### src/rtl/lsb_index_serializer.sv
// Serializes a request vector into one-hot / index beats, lowest set bit first.
// Each accepted beat clears its bit from the remaining mask; a new vector may load as the last beat retires.
module lsb_index_serializer #(
  parameter int WIDTH = 32,
  localparam int IDX_W = $clog2(WIDTH)
) (
  input  logic             clk,
  input  logic             rst_n,
  input  logic             in_valid,
  input  logic [WIDTH-1:0] in_vec,
  output logic             in_ready,
  output logic             out_valid,
  output logic [WIDTH-1:0] out_onehot,
  output logic [IDX_W-1:0] out_idx,
  output logic [IDX_W:0]   out_seq,
  output logic             out_last,
  input  logic             out_ready
);

  logic [WIDTH-1:0] mask;
  logic [IDX_W:0]   seq;
  logic             fire;
  logic             load;

  assign out_onehot = mask & (~mask + WIDTH'(1));

  // OR-reduce indices of set bits; exact because out_onehot has at most one bit set.
  always_comb begin
    out_idx = '0;
    for (int unsigned i = 0; i < WIDTH; i++) begin
      if (out_onehot[i]) out_idx = out_idx | IDX_W'(i);
    end
  end

  assign out_valid = |mask;
  assign out_last  = out_valid & ((mask & ~out_onehot) == '0);
  assign out_seq   = seq;
  assign in_ready  = ~out_valid | (out_last & out_ready);

  assign fire = out_valid & out_ready;
  assign load = in_valid & in_ready;

  always_ff @(posedge clk) begin
    if (!rst_n) begin
      mask <= '0;
      seq  <= '0;
    end else if (load) begin
      mask <= in_vec;
      seq  <= '0;
    end else if (fire) begin
      mask <= mask & ~out_onehot;
      seq  <= seq + (IDX_W+1)'(1);
    end
  end

endmodule

### config.mk
export PLATFORM = sky130hd
export DESIGN_NAME = lsb_index_serializer
export DESIGN_NICKNAME = d
export VERILOG_FILES = /design/src/rtl/lsb_index_serializer.sv
export SDC_FILE = /design/constraint.sdc
export NUM_CORES = 1
export LEC_CHECK = 0
export CAP_MARGIN = 25
export CORE_AREA = 3 3 99 101
export CTS_CLUSTER_SIZE = 25
export DETAILED_ROUTE_END_ITERATION = 10
export DIE_AREA = 0 0 102 104
export DONT_BUFFER_PORTS = 1
export PLACE_DENSITY = 0.59
export SLEW_MARGIN = 20
export SYNTH_ARGS = -nofsm -noshare
export SYNTH_HDL_FRONTEND = slang
export SYNTH_SLANG_ARGS = --single-unit
export TNS_END_PERCENT = 20
### constraint.sdc
create_clock -name clk -period 5.5 [get_ports clk]
set_input_delay 0.55 -clock clk [delete_from_list [all_inputs] [get_ports clk]]
set_output_delay 0.55 -clock clk [all_outputs]
set_load 0.05 [all_outputs]
==> results of run 1 <==
-- Yosys cell counts, drive strengths merged (2+ instances only) --
cell type,count
nor2b,2
inv,46
and2,10
nor3,25
a32oi,28
mux2i,2
and4,2
nor4b,2
nand3,24
clkbuf,19
o31ai,3
xor2,2
xnor2,3
nand2b,3
a31oi,2
o211ai,2
nand2,26
nor2,24
nor4,17
o21ai,39
or3,5
dfxtp,38
and3,19
buf,7
nand4,8
or4,6
a21oi,7
a22oi,3
nand3b,3
or2,4
-- per-layer routing --
layer / part of all wire, % / up-vias / track usage, %
met2: 45 / 142 / 28.3
met1: 41 / 1406 / 24.4
met4: 2.3 / 0 / 5.34
li1: - / 1441 / -
met3: 12 / 18 / 6.84
met5: 0 / - / 0
-- worst max-delay path: cells and delay by family (launching register included) --
kind	cells	cell delay, ns
AND/OR/NAND/NOR	6	1.61
AO/OA/AOI/OAI	1	0.79
flip-flops	1	0.84
buffers and inverters	1	0.45
-- worst max path at each step --
| stage | from | endpoint | slack (ns) | depth (start not counted) |
|---|---|---|---|---|
| finish | mask[0] | in_ready | 0.97 | 8 |
| global route | mask[0] | in_ready | 0.74 | 7 |
| CTS | mask[0] | in_ready | 0.98 | 8 |
| detailed placement | mask[0] | in_ready | 1.32 | 8 |
| global placement | mask[0] | in_ready | 1.44 | 7 |
| floorplan | mask[10] | in_ready | 1.49 | 8 |
-- cells by family (layout without fill, tap and decap cells) --
logic type,Yosys count,count (layout),synth area share (%)
buffers and inverters,72,58,10.8
AND/OR/NAND/NOR,183,183,35.3
adder cells (fa/ha/maj),1,1,0.409
XOR/XNOR,5,5,1.43
AO/OA/AOI/OAI,98,98,26.5
multiplexers,2,2,0.655
flip-flops,38,38,24.9
-- cell type report --
type	count	area (sq um)	area share [%]
Multi-Input combinational cell	289	1980	61.8
Sequential cell	38	761	23.8
Inverter	46	173	5.40
Tap cell	111	139	4.34
Clock buffer	7	86.3	2.70
Timing Repair Buffer	4	57.6	1.80
Clock inverter	1	5.00	0.156
-- flip-flops by register name, indices dropped and copies added (netlist names) --
signal,cells
mask,32
out_seq,6
-- through the flow --
step                      std cells  area (sq um)  util, %  hold WS (ns)  setup slack (ns)
final                           496          3200     35.1         0.369             0.966
after global routing            496          3200     35.1         0.371             0.738
after CTS                       495          3170     34.8         0.367             0.984
after detailed placement        487          3080     33.8         0.569              1.32
after global placement          486          3070     33.7         0.552              1.44
after floorplan                 399          3060        -         0.498              1.49
==> impl_metrics.yaml, run 1 <==
clock_network:
  cts_inserted_buffers: 5
  clockBufferDepth: 2
  insertion_delay_ns: 0.30
  postCtsSetupBuffers: 0
  path_clk_slew_ns: 0.08
  cts-root-buf: "clkbuf_8"
  h-tree-depth: 2
  cts_resized: 0
  cts_hold_buf: 0
  cts_sinks: 38
  cts_tree: "yes"
placed_design:
  io_buffers: 0
  place_hpwl_um: 7770
  gp_congestion: 0.935
setup_path:
  critical_path_class: "reg2out"
  rrSetupSlack_ns: 1.77
  crit_chain: "nor4_4, and3_1, and4_2, inv_1, nand3_1, nor3_1, nand3_1, o21ai_1"
  startpoint_type: "flop"
  cp.required_ns: 4.95
  cp-end-kind: "output pin"
  rr_endpoint: "mask[3]"
  crit_slowest_cell: "dfxtp_1"
  path_max_fanout: 10
  rr_startpoint: "mask[0]"
  max_stage_delay_ns: 0.84
  cp.arrival_ns: 3.98
  reg2regPathDepth: 8
  path_common_cell: "nand3_1"
sta:
  setup_viol: 0
  maxSlewHeadroom_pct: 32.7
  tns_ns: 0
  max_slew.worst_pin.slew_ns: 1.01
  min_period_over_period_pct: 82.4
  slew_violations: 0
  rsz0062_at_grt: "false"
  fin_worst_skew_ns: 0.00656
  hold_viol_final: 0
  fmax_ghz: 0.221
  finalCriticalPeriod_ns: 4.53
synthesis:
  ys_top_cells_by_area: "dfxtp_1 25%, o21ai_2 8.6%, a32oi_1 8.0%"
  synth-edff-count: 0
  synth.distinct_cells: 59
  yosysWarnings: 0
  synth_area_sq_um: 3060
  postSynthCellCount: 399
  ys_ff_latch: 38
  post-synth-top-area-cell: "dfxtp_1"
  synth_ff_type: "dfxtp_1"
  synth_top_area_share_pct: 24.9
  syn_area_per_cell_sq_um: 7.66
  synth_seq_area_share_pct: 24.9
  ys_async_sr_fraction_pct: 0
  syn-num-nets: 436
floorplanning:
  die_h_um: 104
  dieArea_sq_um: 10600
  core_sq_um: 9110
  dieWidth_um: 102
  fp-row-count: 35
  start_util_pct: 33.6
  io_pins: 82
global_routing:
  grt_max_degree: 37
  antenna_found_initial: 0
  grt_pass1_vias: 2858
  overflow: 0
  grt_pass1_wl_um: 15800
  grt.total_usage_pct: 18.6
hold_path:
  hp-class: "in2reg"
  hold_depth: 2
  min_to: "mask[9]"
  min_from: "in_vec[9]"
layout:
  drive_gt1_share_pct: 17.1
  fillers: 999
  fin_nets: 421
  final_common_cell: "inv_1"
  area_delta_synth_final_pct: 4.67
  diodes: 0
  mostFrequentLayoutCells: "46 x inv_1, 38 x dfxtp_1, 30 x o21ai_2"
routing:
  drc_errors: 0
  dr.pass1.iters: 5
  antenna_left: 0
  routed_via_density: 6.06
  num_vias: 3007
  routedWlPerCell_um: 20.1
  drt_iter0_markers: 214
  wl_um: 9970
job:
  cap_violations: 0
run_status:
  status: "completed"
Power of run 1 is not shown: default switching activity piles up to over one toggle a cycle in this logic, so the estimate is an artifact.
==> run 2, diff against run 1 <==
- clock period: 5.5 -> 4.61 ns (I/O delays scaled with it)
==> run 2 against run 1 <==
First-iteration DRC count grew 37%. Critical endpoint is now out_idx[2]. Cell count grew 2.2%. Clock skew about the same. Clock-buffer cell count stayed put. Worst hold slack got worse by 0.077 ns. Critical path depth fell by 1. Sequential share of layout area fell by 0.35 points. Design area grew 1.5%. Critical path type unchanged.
==> impl_metrics.yaml, run 2 (same netlist as run 1, synthesis figures left out) <==
hold_path:
  hp-class: "in2reg"
clock_network:
  clockBufferDepth: 2
  insertion_delay_ns: 0.29
  cts_sinks: 38
  postCtsSetupBuffers: 0
  cts_tree: "yes"
  h-tree-depth: 2
  cts_resized: 0
  cts-root-buf: "clkbuf_8"
  cts_hold_buf: 0
  cts_inserted_buffers: 5
  path_clk_slew_ns: 0.07
sta:
  rsz0062_at_grt: "false"
  slew_violations: 0
  maxSlewHeadroom_pct: 30.8
  hold_viol_final: 0
  finalCriticalPeriod_ns: 3.90
  setup_slack_ns: 0.708
  setup_viol: 0
  fmax_ghz: 0.256
  fin_worst_skew_ns: 0.00611
  min_period_over_period_pct: 84.7
  max_slew.worst_pin.slew_ns: 1.04
  tns_ns: 0
global_routing:
  grt_pass1_wl_um: 15400
  grt_pass1_vias: 2767
  overflow: 0
  grt_max_degree: 37
  grt.total_usage_pct: 18.1
  antenna_found_initial: 0
routing:
  num_vias: 3034
  dr.pass1.iters: 4
  drt_iter0_markers: 294
  antenna_left: 0
  drc_errors: 0
  wl_um: 9950
  routed_via_density: 5.98
  routedWlPerCell_um: 19.6
setup_path:
  max_stage_delay_ns: 0.58
  cp.arrival_ns: 3.44
  critical_path_class: "reg2out"
  path_max_fanout: 9
  crit_slowest_cell: "and3_1"
  rrSetupSlack_ns: 1.26
  cp.required_ns: 4.15
  startpoint_type: "flop"
  crit_chain: "or4_1, or3_1, nor3_1, and3_1, or2_2, nor2_1, nand4_1"
  cp-end-kind: "output pin"
layout:
  final_common_cell: "inv_1"
  area_delta_synth_final_pct: 6.22
  top_register: "mask"
  largest_register_ff_count: 32
  diodes: 0
  drive_gt1_share_pct: 19.2
  fin_util_pct: 35.6
  mostFrequentLayoutCells: "46 x inv_1, 38 x dfxtp_1, 30 x o21ai_2"
  fin_nets: 433
placed_design:
  post-place-ws_ns: 1.07
  gp_congestion: 0.974
  io_buffers: 0
  place_hpwl_um: 7730
floorplanning:
  dieWidth_um: 102
  die_h_um: 104
  start_util_pct: 33.6
  core_sq_um: 9110
  io_pins: 82
  fp-row-count: 35
  dieArea_sq_um: 10600
job:
  cap_violations: 0
run_status:
  status: "completed"
-- run 2: changes by cell type in the layout (fill, tap and decap cells not counted) --
| cell | change |
|---|---|
| buf_16 | -1 |
| buf_8 | -1 |
| clkbuf_1 | +1 |
| clkinv_2 | -1 |
| clkbuf_8 | -1 |
| buf_4 | +14 |
-- run 2: area by class of cell --
cell class	instances	area [sq um]
Fill cell	981	5860
Tap cell	111	139
Clock buffer	7	76.3
Sequential cell	38	761
Timing Repair Buffer	16	120
Multi-Input combinational cell	289	1980
Inverter	46	173
-- run 2: critical path, delay by kind of cell (launching register included) --
kind | cells | cell delay (ns)
simple gates | 7 | 2.78
flops | 1 | 0.37
-- run 2: final timing paths --
check                                from    endpoint  cells past startpoint
worst max-delay path             mask[10]  out_idx[2]                      7
worst min-delay path            in_vec[8]     mask[8]                      2
worst max register to register   mask[10]    mask[22]                      8
worst min register to register   mask[28]    mask[28]                      2
-- run 2: through the flow --
stage                     cells  hold WS, ns  cell area (sq um)
after floorplan             399        0.498               3060
final                       507        0.293               3250
after global placement      500        0.531               3170
after global routing        507        0.278               3250
after CTS                   507        0.281               3250
after detailed placement    500        0.543               3170
-- run 2: routing by layer --
layer | global-route usage [%] | vias to the layer above | routed length (um)
met2 | 27.1 | 120 | 4360
met1 | 25.5 | 1419 | 4420
li1 | - | 1485 | -
met5 | 0 | - | 0
met3 | 5.37 | 10 | 1030
met4 | 3.84 | 0 | 140
Power of run 2 is left out for the same reason.
==> run 3, diff against run 2 <==
- PLACE_DENSITY: 0.59 -> 0.61
- clock period: 4.61 -> 3.4 ns (I/O delays scaled with it)
==> run 3 against run 2 <==
Global-route usage is 2.1 points higher. Core utilization is 6.1 points higher. Setup slack worse by 0.68 ns. Routed wire length is 9.2% higher. Clock-buffer cell count is 1 lower. Via count is 9.9% higher. Die area stayed put. Worst hold slack worse by 0.14 ns. Register-to-register slack worse by 0.87 ns. Flip-flop and latch count stayed put.
==> impl_metrics.yaml, run 3 (same netlist as run 1, synthesis figures left out) <==
layout:
  diodes: 0
  top_register: "mask"
  multi_input_area_sq_um: 2060
  seq_area_sq_um: 764
  final_cells: 560
  fin_nets: 485
  final_common_cell: "buf_4"
  fillers: 969
  area_delta_synth_final_pct: 24.5
  largest_register_ff_count: 32
  drive_gt1_share_pct: 32.3
  mostFrequentLayoutCells: "60 x buf_4, 46 x inv_1, 35 x dfxtp_1"
clock_network:
  cts_hold_buf: 0
  h-tree-depth: 2
  path_clk_slew_ns: 0.09
  cts_sinks: 38
  cts-root-buf: "clkbuf_8"
  cts_inserted_buffers: 5
  cts_tree: "yes"
  clockBufferDepth: 2
  insertion_delay_ns: 0.30
placed_design:
  dp_cells: 545
  place_hpwl_um: 8230
  gp_congestion: 0.963
  io_buffers: 0
routing:
  wl_um: 10900
  routed_via_density: 5.95
  num_vias: 3334
  antenna_left: 0
  routedWlPerCell_um: 19.4
  dr.pass1.iters: 5
  drt_iter0_markers: 250
  drc_errors: 0
sta:
  max_slew.worst_pin.slew_ns: 0.983
  maxSlewHeadroom_pct: 34.3
  setup_viol: 0
  fmax_ghz: 0.297
  min_period_over_period_pct: 99.1
  hold_viol_final: 0
  finalCriticalPeriod_ns: 3.37
  slew_violations: 0
  fin_worst_skew_ns: 0.00838
  hold-worst-slack_ns: 0.153
setup_path:
  crit_slowest_cell: "or4_4"
  cp.arrival_ns: 3.03
  max_stage_delay_ns: 0.54
  rr_endpoint: "mask[31]"
  crit_chain: "or4_4, buf_4, or4_1, o31ai_1, nand3_1, nor3_2, nand3_2, o21ai_2, buf_6"
  reg2regPathDepth: 10
  cp.required_ns: 3.06
  critPathTopFamily: "simple AND/OR/NAND/NOR gates"
  startpoint_type: "flop"
  path_buf_inv: 2
  cp.depth: 9
  critical_path.startpoint: "mask[16]"
  path_max_fanout: 6
  rrSetupSlack_ns: 0.39
  cp-end-kind: "output pin"
  rr_startpoint: "mask[16]"
  critical_path_class: "reg2out"
global_routing:
  grt_pass1_wl_um: 17000
  grt_max_degree: 37
  overflow: 0
  grt_pass1_vias: 3147
  antenna_found_initial: 0
  grt.total_usage_pct: 20.2
floorplanning:
  dieWidth_um: 102
  die_h_um: 104
  core_sq_um: 9110
  io_pins: 82
  fp-row-count: 35
  start_util_pct: 33.6
  dieArea_sq_um: 10600
hold_path:
  min_from: "in_vec[16]"
  hp-class: "in2reg"
  min_to: "mask[16]"
  hold_depth: 2
run_status:
  status: "completed"
job:
  cap_violations: 0
==> run 3: layout make-up <==
type,instances,share of cell area [%]
multi-input combinational,290,54.2
sequential,38,20.1
timing repair buffer,67,15.1
inverter,46,4.54
tap,111,3.65
clock buffer,6,2.17
clock inverter,2,0.329
==> run 3: stage by stage <==
stage / worst slack (ns) / TNS (ns) / utilization, % / area, sq um
finish: 0.0319 / 0 / 41.8 / 3810
detailed placement: 0.165 / 0 / 39.1 / 3560
CTS: 0.0117 / 0 / 40.5 / 3690
global placement: 0.184 / 0 / 39.1 / 3560
floorplan: -0.0312 / -0.0312 / - / 3060
global route: -0.0452 / -0.0517 / 41.8 / 3810
==> run 3: timing repair <==
| item | in CTS | in global routing |
|---|---|---|
| resized for setup | 6 | 13 |
| gates cloned | 0 | 1 |
| setup endpoints to repair | 5 | 7 |
| pin swaps | 1 | 7 |
| buffers inserted | 1 | 5 |
==> run 3: per-layer routing <==
| layer | GRT usage [%] | wire, um | vias to the layer above |
|---|---|---|---|
| met5 | 0 | 0 | - |
| met4 | 6.00 | 271 | 0 |
| met3 | 4.49 | 932 | 22 |
| met2 | 32.3 | 5210 | 147 |
| met1 | 26.9 | 4460 | 1583 |
| li1 | - | - | 1582 |
==> run 3: how the worst max path moves through the flow <==
stage / slack (ns) / to
after global placement: 0.18 / in_ready
after global routing: -0.05 / in_ready
after CTS: 0.01 / in_ready
after floorplan: -0.03 / in_ready
after detailed placement: 0.17 / in_ready
final: 0.03 / in_ready
==> run 3: worst reg2reg max path: stages, from the launching register on <==
cell	delay, ns
dfxtp_2	0.35
or4_4	0.54
buf_4	0.17
or4_1	0.51
o31ai_1	0.25
nand3_1	0.15
buf_4	0.17
nor4_2	0.27
nand3_2	0.12
buf_4	0.25
o21ai_2	0.16
Power of run 3 is left out for the same reason.
